$ cat src/rtl/branch_resolve_unit.sv
// Decode-stage branch resolution: computes actual direction/target, predictor update strobes and fetch redirect.
// Optional saturating statistics counters are compiled in with `define BRANCH_STATS_EN.
module branch_resolve_unit #(
    parameter int ADDR_W = 16,
    parameter int CNT_W  = 16
) (
    input  logic              clk,
    input  logic              rst_n,
    input  logic              enable,
    input  logic              is_branch,
    input  logic              is_BR,
    input  logic [2:0]        cond,
    input  logic [8:0]        imm9,
    input  logic [ADDR_W-1:0] rs_data,
    input  logic [2:0]        flags,
    input  logic [ADDR_W-1:0] IF_ID_PC_curr,
    input  logic [1:0]        IF_ID_prediction,
    input  logic [ADDR_W-1:0] IF_ID_predicted_target,
    output logic              actual_taken,
    output logic [ADDR_W-1:0] actual_target,
    output logic              wen_BHT,
    output logic              wen_BTB,
    output logic              update_PC,
    output logic [ADDR_W-1:0] redirect_PC,
    output logic              IF_ID_flush,
    output logic [CNT_W-1:0]  branch_count,
    output logic [CNT_W-1:0]  mispredict_count,
    output logic [CNT_W-1:0]  taken_count
);

    typedef enum logic {
        RESOLVE = 1'b0,
        SQUASH  = 1'b1
    } state_t;

    localparam logic [ADDR_W-1:0] PC_STEP = ADDR_W'(2);

    state_t state;
    state_t state_next;

    logic              flag_z;
    logic              flag_v;
    logic              flag_n;
    logic              cond_true;
    logic              valid;
    logic              mispredicted;
    logic              target_miscomputed;
    logic [ADDR_W-1:0] offset;
    logic [ADDR_W-1:0] fall_through;
    logic [ADDR_W-1:0] target;

    assign {flag_z, flag_v, flag_n} = flags;

    // NOTE: every always_comb output gets a value before the case, so no path can infer a latch.
    always_comb begin
        cond_true = 1'b0;
        case (cond)
            3'b000:  cond_true = ~flag_z;
            3'b001:  cond_true = flag_z;
            3'b010:  cond_true = ~flag_z & ~flag_n;
            3'b011:  cond_true = flag_n;
            3'b100:  cond_true = flag_z | (~flag_z & ~flag_n);
            3'b101:  cond_true = flag_n | flag_z;
            3'b110:  cond_true = flag_v;
            default: cond_true = 1'b1;
        endcase
    end

    // Word offset: sign-extend imm9 and scale by 2; sum wraps modulo 2^ADDR_W.
    assign offset       = {{(ADDR_W-10){imm9[8]}}, imm9, 1'b0};
    assign fall_through = IF_ID_PC_curr + PC_STEP;
    assign target       = is_BR ? rs_data : fall_through + offset;

    // rst_n gates valid so every output reads 0 for as long as reset is held.
    assign valid              = rst_n & enable & is_branch & (state == RESOLVE);
    assign actual_taken       = valid & cond_true;
    assign mispredicted       = actual_taken != IF_ID_prediction[1];
    assign target_miscomputed = actual_taken & (IF_ID_predicted_target != target);

    assign actual_target = actual_taken ? target : '0;
    assign wen_BHT       = valid;
    assign wen_BTB       = valid & actual_taken & target_miscomputed;
    assign update_PC     = valid & (mispredicted | target_miscomputed);
    assign IF_ID_flush   = update_PC;
    assign redirect_PC   = !update_PC ? '0 : (actual_taken ? target : fall_through);

    // Only the direction bit of the 2-bit counter matters here.
    logic unused_prediction_lsb;
    assign unused_prediction_lsb = IF_ID_prediction[0];

    always_comb begin
        state_next = state;
        case (state)
            RESOLVE: if (update_PC) state_next = SQUASH;
            SQUASH:  if (enable)    state_next = RESOLVE;
            default:                state_next = RESOLVE;
        endcase
    end

    // NOTE: sequential state uses non-blocking assignments so all flops sample pre-edge values.
    always_ff @(posedge clk or negedge rst_n) begin
        if (!rst_n) state <= RESOLVE;
        else        state <= state_next;
    end

`ifdef BRANCH_STATS_EN
    localparam logic [CNT_W-1:0] CNT_MAX = {CNT_W{1'b1}};

    logic [CNT_W-1:0] branch_q;
    logic [CNT_W-1:0] mispredict_q;
    logic [CNT_W-1:0] taken_q;

    always_ff @(posedge clk or negedge rst_n) begin
        if (!rst_n) begin
            branch_q     <= '0;
            mispredict_q <= '0;
            taken_q      <= '0;
        end else if (valid) begin
            if (branch_q != CNT_MAX)                   branch_q     <= branch_q + 1'b1;
            if (update_PC && mispredict_q != CNT_MAX)  mispredict_q <= mispredict_q + 1'b1;
            if (actual_taken && taken_q != CNT_MAX)    taken_q      <= taken_q + 1'b1;
        end
    end

    assign branch_count     = rst_n ? branch_q     : '0;
    assign mispredict_count = rst_n ? mispredict_q : '0;
    assign taken_count      = rst_n ? taken_q      : '0;
`else
    assign branch_count     = '0;
    assign mispredict_count = '0;
    assign taken_count      = '0;
`endif

endmodule

$ cat config.mk
export PLATFORM = sky130hd
export DESIGN_NAME = branch_resolve_unit
export DESIGN_NICKNAME = d
export VERILOG_FILES = /design/src/rtl/branch_resolve_unit.sv
export SDC_FILE = /design/constraint.sdc
export NUM_CORES = 1
export LEC_CHECK = 0
export ABC_AREA = 1
export BUFFER_PORTS_ARGS = -buffer_cell sky130_fd_sc_hd__buf_2
export CAP_MARGIN = 0
export CORE_MARGIN = 4
export CORE_UTILIZATION = 48
export DETAILED_ROUTE_END_ITERATION = 7
export PLACE_DENSITY = 0.88
export SETUP_SLACK_MARGIN = 0.5
export SLEW_MARGIN = 20
export SYNTH_ARGS = -nofsm -noshare
export SYNTH_HDL_FRONTEND = slang
export SYNTH_SLANG_ARGS = --single-unit
$ cat constraint.sdc
create_clock -name clk -period 11.45 [get_ports clk]
set_clock_uncertainty 0.05 [all_clocks]
set_input_delay 2.8625 -clock clk [delete_from_list [all_inputs] [get_ports clk]]
set_output_delay 2.8625 -clock clk [all_outputs]
set_load 0.05 [all_outputs]
**Word-level counts from Yosys, hierarchy flattened**

Index checks and enable logic that the tools add are counted.

- Bitwise operators: 15
- Multiplexer cells: 8
- $add $sub $neg: 2
- Reduce and logical (&&, ||, !) cells: 1
- Equality and inequality tests: 8

Operator list:

| kind | count |
|---|---|
| 16-bit two-way mux | 4 |
| 16-bit adder | 1 |
| 16-bit by 2-bit adder with 16-bit output (second input constant) | 1 |
| 16-bit != test | 1 |
| 1-bit bitwise AND | 9 |
| 3-bit equality test (second input constant) | 3 |
| 1-bit case mux with 7 select lines | 1 |
| 3-bit by 2-bit equality test with 1-bit output (second input constant) | 2 |
| 3-bit by 1-bit equality test with 1-bit output (second input constant) | 1 |
| 3-bit logical NOT | 1 |
| 1-bit inverter | 3 |
| 1-bit bitwise OR | 3 |
| 1-bit two-way mux | 2 |
| 1-bit case mux with 2 select lines | 1 |
| 1-bit != test | 1 |

- Register bits: 1
- Input port bits: 70
- Output and inout bits: 85
- Logic and storage cells: 35

**Longest topological paths before layout**

Gate-level depths: netlist (run 1).

- Depth in word-level cells: 10
- Gate-level depth with buffers: 26
- Mapped depth without buffers: 24

**Worst setup path before layout (run 1)**

No wires, ideal clock.

- Path kind: input port to output port
- Start: in IF_ID_PC_curr[1]
- End: out redirect_PC[15]
- Arrival: 6.270 ns
- Cell stages on the path: 19
- Buffers on the path: 0
- Path slack: 2.267 ns
- Data required time: 8.537 ns
- Cell sequence: ha_1 -> nand3_2 -> nor3_1 -> nand3_1 -> nor2_1 -> xor2_1 -> inv_1 -> ha_1 -> nand2_1 -> nor2_1 -> and2_1 -> nand2_1 -> nand2_1 -> nand3_1 -> nand3_2 -> nand2_2 -> nor2_1 -> a31oi_1 -> nor2_1

- Longest elaborated chain between the ends: 8
- Elaborated cells between the ends (all ways): 9
- Those cells by class: add/sub (2); eq/ne (1); mux (3); bitwise (3)

Ends and longest elaborated chain:

| item | line | source |
|---|---|---|
| start, declared | 16 | `input logic [ADDR_W-1:0] IF_ID_PC_curr,` |
| 16-bit by 2-bit adder with 16-bit output * | 71 | `assign fall_through = IF_ID_PC_curr + PC_STEP;` |
| 16-bit adder | 72 | `assign target = is_BR ? rs_data : fall_through + offset;` |
| 16-bit two-way mux | 72 |  |
| 16-bit != test | 78 | `assign target_miscomputed = actual_taken & (IF_ID_predicted_target != target);` |
| 1-bit bitwise AND | 78 |  |
| 1-bit bitwise OR | 83 | `assign update_PC = valid & (mispredicted \| target_miscomputed);` |
| 1-bit bitwise AND | 83 |  |
| 16-bit two-way mux * | 85 | `assign redirect_PC = !update_PC ? '0 : (actual_taken ? target : fall_through);` |
| end, declared | 24 | `output logic [ADDR_W-1:0] redirect_PC,` |

Mark *: on every way between the ends. The rest lies on a longest branch, timed or not.

**Worst setup path in the final report (run 1)**

Same ends and word-level chain as after synthesis.

==> results of run 1 <==
-- cell usage in the layout, fill, tap and decap left out --
master    Yosys  layout
and2_1        1       1
ha_1         20      20
buf_2         1     105
and3_1        1       1
a21o_1        1       1
nand3b_1      5       5
dfrtp_1       1       1
nand4_1       6       6
a31oi_1       1       1
nand3_1      43      43
xor2_1       12      12
xnor2_1       3       3
o31ai_1       1       1
or2_2         8       8
or2_0         2       2
nor2_2        9       9
nand3_2       8       8
nand2_2       7       8
nand2_4       1       1
nor3_1        3       3
nor2_4        1       1
a21oi_1      32      32
conb_1        1      48
o21ai_1       2       2
o211ai_1      1       1
nor2_1       45      45
inv_2         4       4
fa_1          1       1
nand2_1     120     119
o21ai_0       6       6
inv_1        60      60
-- worst min path at each step --
stage / slack [ps] / depth (start not counted) / to
after CTS: 430 / 2 / state
after floorplan: 410 / 2 / state
final: 430 / 2 / state
after global routing: 450 / 2 / state
after detailed placement: 430 / 2 / state
after global placement: 430 / 2 / state
-- worst register-to-register path, cell delays in order, from the launching register on --
cell	delay [ps]
dfrtp_1	350
nor2_1	90
and3_1	160
inv_1	60
a21oi_1	140
nand2_2	410
nor2_1	250
nand3_2	120
nand2_4	250
nand2_2	60
-- final cells by class --
class                   instances  area, sq um  area share (%)
inverters                      64          240            8.30
repair buffers                105          526            18.2
well taps                      70         87.6            3.03
flip-flops and latches          1         25.0           0.865
multi-input cells             388         2020            69.6
-- cell families after synthesis --
kind of cell,count (synthesis)
compound gates,44
buf+inv,120
xor+xnor,15
other cells,1
fa+ha+maj,21
flops,1
simple gates,260
-- layer usage --
layer  up-vias  global-route usage (%)  part of all wire, %
met3         8                    1.79                   10
met5         -                       0                    0
met1      1341                    26.6                   41
li1       1556                       -                    -
met2       126                    38.7                   47
met4         0                    2.53                  1.0
-- power by group --
part / internal (mW) / switching [mW] / total (mW)
clock: 0 / 0 / 0
sequential: 0.00400 / 0.000177 / 0.00418
combinational: 0.0455 / 0.121 / 0.167
total: 0.0495 / 0.121 / 0.171
-- per-stage QoR --
step / hold slack, ps / setup slack [ps] / cell area, sq um
2_1_floorplan: 412 / 2270 / 2700
3_3_place_gp: 433 / 2280 / 2890
3_5_place_dp: 429 / 2200 / 2890
4_1_cts: 431 / 2190 / 2890
5_1_grt: 454 / 1790 / 2890
6_report: 429 / 2180 / 2890
==> results.sh, run 1 <==
export IMPL_min_period_over_period_pct=80.9
export IMPL_netlist_top_cells_area="nand2_1 18%, buf_4 15%, ha_1 9.9%"
export IMPL_cp_max_fo=18
export IMPL_critPathLaunchType="primary input"
export IMPL_ys_top_cells_by_count="120 x nand2_1, 60 x inv_1, 49 x buf_4"
export IMPL_synth_simple_area_share_pct=47.7
export IMPL_clock_latency_ps=0
export IMPL_coreArea_sq_mm=0.00511
export IMPL_row_count=26
export IMPL_utilization_pct=56.7
export IMPL_drt_antenna_violating_nets=0
export IMPL_vdd_ir_drop_max_uv=34.0
export IMPL_power_uw=171
export IMPL_finalHoldViolCount=0
export IMPL_maxSlewViolCount=0
export IMPL_syn_area_sq_mm=0.00252
export IMPL_crit_buf_inv=3
export IMPL_drive_gt1_share_pct=25.8
export IMPL_die_area_sq_mm=0.00648
export IMPL_grt_pass1_vias=2589
export IMPL_holdCritStartpoint="state"
export IMPL_cpMostUsedCell="nand3_1"
export IMPL_wirelength_mm=7.37
export IMPL_cp_endpoint="redirect_PC[15]"
export IMPL_synthMuxAreaShare_pct=0
export IMPL_top_register="state"
export IMPL_required_ps=8540
export IMPL_drt_iter0_drc=161
export IMPL_yosys_cell_types_count=35
export IMPL_instances_no_fill=628
export IMPL_yosys_warnings=0
export IMPL_die_width_um=80.5
export IMPL_cpLargestDelayFamily="simple AND/OR/NAND/NOR gates"
export IMPL_synth_edff_count=0
export IMPL_synth_top_family_by_area="simple AND/OR/NAND/NOR gates"
export IMPL_syn_inst=462
export IMPL_fmax_ghz=0.108
export IMPL_crit_type="in -> out"
export IMPL_crit_path_end_kind="primary output"
export IMPL_synth_xor_area_share_pct=5.21
export IMPL_yosysMostFrequentCell="nand2_1"
export IMPL_crit_start="IF_ID_PC_curr[1]"
export IMPL_r2r_slack_ps=9370
export IMPL_die_h_um=80.5
export IMPL_antenna_found_initial=0
export IMPL_rr_endpoint="state"
export IMPL_gr_total_overflow=0
export IMPL_grtUsageTotal_pct=20.9
export IMPL_clk_pin_slew_ps=0
export IMPL_hold_path_class="reg -> reg"
export IMPL_status="complete, no violations"
export IMPL_syn_area_per_cell_sq_um=5.46
export IMPL_fin_nets=651
export IMPL_path_cells="buf_2 > inv_1 > nor2_1 > nand3_1 > nor2_1 > nand3_1 > nor3_1 > xor2_1 > ha_1 > a21oi_1 > nand2_1 > a21oi_1 > nand2_1 > nand3_1 > nand3_2 > nand3_1 > nand3_1 > nor2_2 > nand3_2 > nand2_4 > nor2_1 > buf_2"
export IMPL_grt_pass1_wl_mm=11.3
export IMPL_cpPeakStageDelay_ps=330
export IMPL_gp_congestion=0.954
export IMPL_p_leak_nw=1.88
export IMPL_synthToLayoutAreaGrowth_pct=14.8
export IMPL_wl_per_cell_um=11.7
export IMPL_synthFlopType="dfrtp_1"
export IMPL_fillers=531
export IMPL_dp_hpwl_mm=6.34
export IMPL_largest_reg_flops=1
export IMPL_drv_cap=0
export IMPL_drc=0
export IMPL_top_regs="state (1)"
export IMPL_ys_seq_area_share_pct=0.993
export IMPL_synthArstFlopShare_pct=100
export IMPL_setup_viol=0
export IMPL_powerDensity_mw_per_mm2=59.0
export IMPL_reg2regPathDepth=9
export IMPL_postCtsSetupBuffers=0
export IMPL_viasPerCell=4.83
export IMPL_crit_cells=22
export IMPL_postCtsHoldBufs=0
export IMPL_tightest_slew_ps=668
export IMPL_diodes=0
export IMPL_cp_slowest_cell="ha_1"
export IMPL_synth_ff_latch_count=1
export IMPL_maxSlewHeadroom_pct=55.3
export IMPL_rsz0062_at_grt="no"
export IMPL_num_vias=3031
export IMPL_tns_ps=0
export IMPL_yosys_area_top_type="nand2_1"
export IMPL_synth_top_cell_area_share_pct=17.9
export IMPL_period_needed_ps=9270
export IMPL_r2r_start="state"
export IMPL_ctsResizeCount=0
export IMPL_place_inst=628
export IMPL_cp_data_arrival_time_ps=6350
export IMPL_synth_compound_area_share_pct=9.08
export IMPL_grt_max_degree=38
export IMPL_dr_pass1_iters=5
export IMPL_numPortBuffers=105
export IMPL_start_util_pct=49.4
export IMPL_synthAdderAreaFrac_pct=10.7
export IMPL_ios=155
(Power assumes the default switching activity.)
==> inputs of run 2 (changes only) <==
- CORE_UTILIZATION: 48 -> 41
- PLACE_DENSITY: 0.88 -> 0.8
- clock period: 11.45 -> 7.5 ns (I/O delays scaled with it)
==> results.sh, run 2 (synthesis gave the netlist of run 1 again) <==
export IMPL_rsz0062_at_grt="yes"
export IMPL_grt_max_degree=29
export IMPL_p_clk_share_pct=0
export IMPL_maxSlewHeadroom_pct=18.2
export IMPL_antenna_found_initial=0
export IMPL_mostFrequentLayoutCells="115 x nand2_1, 84 x buf_2, 56 x inv_1, 48 x conb_1, 34 x nand3_1"
export IMPL_holdCritStartpoint="state"
export IMPL_cpPeakStageDelay_ps=300
export IMPL_period_needed_ps=6920
export IMPL_fmax_ghz=0.145
export IMPL_r2r_slack_ps=4970
export IMPL_tightest_slew_ps=1220
export IMPL_grt_pass1_vias=2838
export IMPL_hold_path_end="state"
export IMPL_drv_cap=0
export IMPL_dr_pass1_iters=5
export IMPL_status="complete, no violations"
export IMPL_power_switching_uw=210
export IMPL_required_ps=5580
export IMPL_final_common_cell="nand2_1"
export IMPL_finalHoldViolCount=0
export IMPL_grt_pass1_wl_mm=12.6
export IMPL_rr_endpoint="state"
export IMPL_drive_gt1_share_pct=36.9
export IMPL_clock_latency_ps=0
export IMPL_top_regs="state (1)"
export IMPL_die_width_um=86.4
export IMPL_drc=0
export IMPL_instances_no_fill=653
export IMPL_vdd_ir_drop_max_uv=53.7
export IMPL_ios=155
export IMPL_top_register="state"
export IMPL_row_count=28
export IMPL_fillers=571
export IMPL_path_cells="buf_6 > ha_4 > nand3_4 > nor3_4 > nand3_4 > nor2_4 > xor2_2 > inv_2 > ha_4 > a21oi_1 > nand2_1 > a21oi_2 > nand2_1 > nand2_1 > nand3_2 > nand3b_1 > nand3_2 > nor2_4 > nand3_4 > nand2_8 > nor2_2 > buf_6"
export IMPL_die_h_um=86.4
export IMPL_drt_iter0_drc=145
export IMPL_grtUsageTotal_pct=20.2
export IMPL_num_vias=3283
export IMPL_clk_pin_slew_ps=0
export IMPL_wirelength_mm=9.11
export IMPL_crit_buf_inv=3
export IMPL_largest_reg_flops=1
export IMPL_p_comb_share_pct=97.9
export IMPL_r2r_start="state"
export IMPL_place_inst=634
export IMPL_cp_slowest_cell="nor3_4"
export IMPL_power_internal_uw=98.0
export IMPL_cp_max_fo=5
export IMPL_start_util_pct=42.3
export IMPL_powerDensity_mw_per_mm2=86.1
export IMPL_hold_path_class="reg -> reg"
export IMPL_synthToLayoutAreaGrowth_pct=41.9
export IMPL_setup_viol=0
export IMPL_cpLargestDelayFamily="simple AND/OR/NAND/NOR gates"
export IMPL_tns_ps=0
export IMPL_power_share_sequential_pct=2.1
export IMPL_crit_type="in -> out"
export IMPL_crit_path_end_kind="primary output"
export IMPL_reg2regPathDepth=9
export IMPL_critPathLaunchType="primary input"
export IMPL_p_sw_share_pct=68.2
export IMPL_fin_nets=671
export IMPL_min_period_over_period_pct=92.2
export IMPL_drt_antenna_violating_nets=0
export IMPL_coreArea_sq_mm=0.00596
export IMPL_gp_congestion=0.894
export IMPL_diodes=0
export IMPL_cp_data_arrival_time_ps=4990
export IMPL_p_leak_nw=2.05
export IMPL_numPortBuffers=105
export IMPL_viasPerCell=5.03
export IMPL_wl_per_cell_um=14.0
export IMPL_crit_cells=22
export IMPL_maxSlewViolCount=0
export IMPL_hold_path_cell_count=2
export IMPL_dp_hpwl_mm=6.66
export IMPL_gr_total_overflow=0
export IMPL_postCtsHoldBufs=0
export IMPL_die_area_sq_mm=0.00747
[run 2: changes by cell type in the layout (fill, tap and decap cells not counted), sizes merged]
| cell | change |
|---|---|
| buf | +17 |
| nand2 | +3 |
[run 2: worst max-delay path by stage]
stage	start	endpoint	slack [ps]
global route	IF_ID_PC_curr[2]	redirect_PC[5]	370
CTS	IF_ID_PC_curr[1]	redirect_PC[3]	510
finish	IF_ID_PC_curr[1]	redirect_PC[5]	580
detailed placement	IF_ID_PC_curr[1]	redirect_PC[6]	250
floorplan	IF_ID_PC_curr[1]	redirect_PC[13]	640
global placement	IF_ID_PC_curr[1]	redirect_PC[3]	330
[run 2: tightest hold or removal path, cell delays in order (launching register included)]
cell and delay [ps]:
dfrtp_1 330, nand2_1 70, nand2_2 60
[run 2: layer usage]
layer,track usage [%],routed length [um],up-vias,part of all wire [%]
li1,-,-,1603,-
met5,0,0,-,0
met4,3.82,174,0,1.9
met2,37.3,4670,179,51
met1,25.5,3430,1481,38
met3,2.00,835,20,9.2
[run 2: layout make-up]
cell class / count / area (sq um) / area share [%]
multi-input cells: 391 / 2410 / 67.5
repair buffers: 122 / 800 / 22.3
inverters: 64 / 245 / 6.85
well taps: 75 / 93.8 / 2.62
flip-flops and latches: 1 / 25.0 / 0.699
[run 2: power groups by stage]
stage,clock network [mW],logic (mW),registers (mW)
after floorplan,0,0.219,0.00635
after global placement,0,0.249,0.00640
after detailed placement,0,0.253,0.00649
after CTS,0,0.264,0.00643
after global routing,0,0.326,0.00649
final,0,0.301,0.00645
[run 2: metrics by stage]
stage          worst slack (ps)  total power [mW]  area [sq um]  util (%)  hold WS [ps]
2_1_floorplan               643             0.226          2710         -           412
3_3_place_gp                329             0.255          2910      48.9           427
5_1_grt                     372             0.333          3580      60.1           462
3_5_place_dp                251             0.260          2910      48.9           445
6_report                    583             0.308          3580      60.1           438
4_1_cts                     509             0.270          3090      52.0           439
[run 2: repair_timing]
item / in CTS / in global routing
gates cloned: 2 / 1
resized for setup: 23 / 105
pin swaps: 2 / 28
setup buffers: 8 / 8
setup endpoints to repair: 18 / 19
==> inputs of run 3 (changes only) <==
- CORE_MARGIN: 4 -> unset
==> results.sh, run 3 (synthesis gave the netlist of run 1 again) <==
export IMPL_multi_input_area_sq_mm=0.00239
export IMPL_mostFrequentLayoutCells="113 x nand2_1, 84 x buf_2, 57 x inv_1, 48 x conb_1, 31 x nand3_1"
export IMPL_num_vias=3141
export IMPL_start_util_pct=42.6
export IMPL_grt_max_degree=29
export IMPL_coreArea_sq_mm=0.00592
export IMPL_gp_congestion=0.858
export IMPL_cp_data_arrival_time_ps=4960
export IMPL_status="complete, no violations"
export IMPL_tightest_slew_ps=995
export IMPL_period_needed_ps=6880
export IMPL_dr_pass1_iters=4
export IMPL_crit_buf_inv=5
export IMPL_numPortBuffers=105
export IMPL_power_internal_uw=101
export IMPL_fin_nets=678
export IMPL_cpPeakStageDelay_ps=350
export IMPL_postCtsHoldBufs=0
export IMPL_grtUsageTotal_pct=21.5
export IMPL_die_h_um=80.4
export IMPL_crit_path_end_kind="primary output"
export IMPL_rsz0062_at_grt="no"
export IMPL_die_area_sq_mm=0.00647
export IMPL_power_uw=307
export IMPL_critPathLaunchType="primary input"
export IMPL_ios=155
export IMPL_synthToLayoutAreaGrowth_pct=42.6
export IMPL_reg2regPathDepth=10
export IMPL_drt_antenna_violating_nets=0
export IMPL_drv_cap=0
export IMPL_die_width_um=80.4
export IMPL_drc=0
export IMPL_gr_total_overflow=0
export IMPL_power_switching_uw=207
export IMPL_cp_slowest_cell="ha_1"
export IMPL_diodes=0
export IMPL_top_register="state"
export IMPL_wirelength_mm=8.09
export IMPL_drive_gt1_share_pct=38.1
export IMPL_dp_hpwl_mm=6.05
export IMPL_largest_reg_flops=1
export IMPL_p_leak_nw=2.08
export IMPL_vdd_ir_drop_max_uv=56.7
export IMPL_clk_pin_slew_ps=0
export IMPL_required_ps=5580
export IMPL_powerDensity_mw_per_mm2=85.4
export IMPL_maxSlewViolCount=0
export IMPL_fmax_ghz=0.145
export IMPL_tns_ps=0
export IMPL_wl_per_cell_um=12.3
export IMPL_maxSlewHeadroom_pct=33.2
export IMPL_grt_pass1_vias=2519
export IMPL_grt_pass1_wl_mm=11.1
export IMPL_hold_path_class="reg -> reg"
export IMPL_r2r_slack_ps=5200
export IMPL_rr_endpoint="state"
export IMPL_top_regs="state (1)"
export IMPL_clock_latency_ps=0
export IMPL_min_period_over_period_pct=91.8
export IMPL_area_sequential_sq_um=25.0
export IMPL_holdCritStartpoint="state"
export IMPL_row_count=28
export IMPL_cpMostUsedCell="nor2_4"
export IMPL_drt_iter0_drc=134
export IMPL_cpLargestDelayFamily="simple AND/OR/NAND/NOR gates"
export IMPL_finalHoldViolCount=0
export IMPL_hold_path_cell_count=2
export IMPL_p_sw_share_pct=67.3
export IMPL_hold_path_end="state"
export IMPL_crit_type="in -> out"
export IMPL_viasPerCell=4.76
export IMPL_p_clk_share_pct=0
export IMPL_p_comb_share_pct=97.9
export IMPL_final_common_cell="nand2_1"
export IMPL_cp_max_fo=5
export IMPL_r2r_start="state"
export IMPL_fillers=580
export IMPL_power_share_sequential_pct=2.1
export IMPL_antenna_found_initial=0
export IMPL_setup_viol=0
-- run 3: cell types whose count changed in the layout (fill, tap and decap cells not counted), sizes merged --
| cell | delta |
|---|---|
| clkbuf | +5 |
| buf | +3 |
| nand2 | -1 |
-- run 3: worst max-delay path by stage --
| stage | slack, ps | cells past startpoint | startpoint | end |
|---|---|---|---|---|
| 5_1_grt | 470 | 23 | IF_ID_PC_curr[1] | redirect_PC[9] |
| 4_1_cts | 500 | 23 | IF_ID_PC_curr[3] | redirect_PC[2] |
| 6_report | 620 | 26 | IF_ID_PC_curr[3] | redirect_PC[9] |
| 3_5_place_dp | 260 | 22 | IF_ID_PC_curr[1] | redirect_PC[2] |
| 2_1_floorplan | 640 | 17 | IF_ID_PC_curr[1] | redirect_PC[13] |
| 3_3_place_gp | 330 | 22 | IF_ID_PC_curr[1] | redirect_PC[4] |
-- run 3: stage by stage --
step	instance area (sq um)	std cells	hold slack [ps]	utilization, %	setup WS [ps]
global route	3590	660	459	60.7	469
floorplan	2710	509	412	-	643
CTS	3140	646	428	53.0	502
detailed placement	2910	634	425	49.2	260
global placement	2910	634	426	49.2	327
finish	3590	660	426	60.7	617
-- run 3: final cells by class --
class / instances / area share (%)
multi-input cells: 390 / 66.6
repair buffers: 130 / 23.3
inverters: 64 / 6.82
well taps: 75 / 2.61
flip-flops and latches: 1 / 0.696
-- run 3: worst reg2reg max path, stage by stage, from the launching register on --
cell and delay, ps:
dfrtp_1 350, nor2_1 90, and3_1 180, inv_1 60
a21oi_1 110, nand2_1 320, o21ai_1 680, nand2_8 70
buf_6 170, buf_4 130, nand2_2 40
-- run 3: what timing repair did --
| action | 4_1_cts | 5_1_grt |
|---|---|---|
| pin swaps | 6 | 31 |
| endpoints found under the setup margin | 18 | 18 |
| setup buffers | 11 | 13 |
| cloned | 1 | 1 |
| gates resized for setup | 30 | 83 |
-- run 3: power by group through the flow --
stage	clock [mW]	sequential (mW)	combinational, mW
global placement	0	0.00640	0.249
CTS	0	0.00639	0.265
floorplan	0	0.00635	0.219
global route	0	0.00647	0.327
finish	0	0.00639	0.301
detailed placement	0	0.00638	0.252
-- run 3: routing by layer --
layer | wire length [um] | track usage, % | vias up
met5 | 0 | 0 | -
met4 | 131 | 3.93 | 0
met3 | 478 | 1.25 | 10
met2 | 4040 | 38.7 | 119
met1 | 3440 | 27.9 | 1398
li1 | - | - | 1614
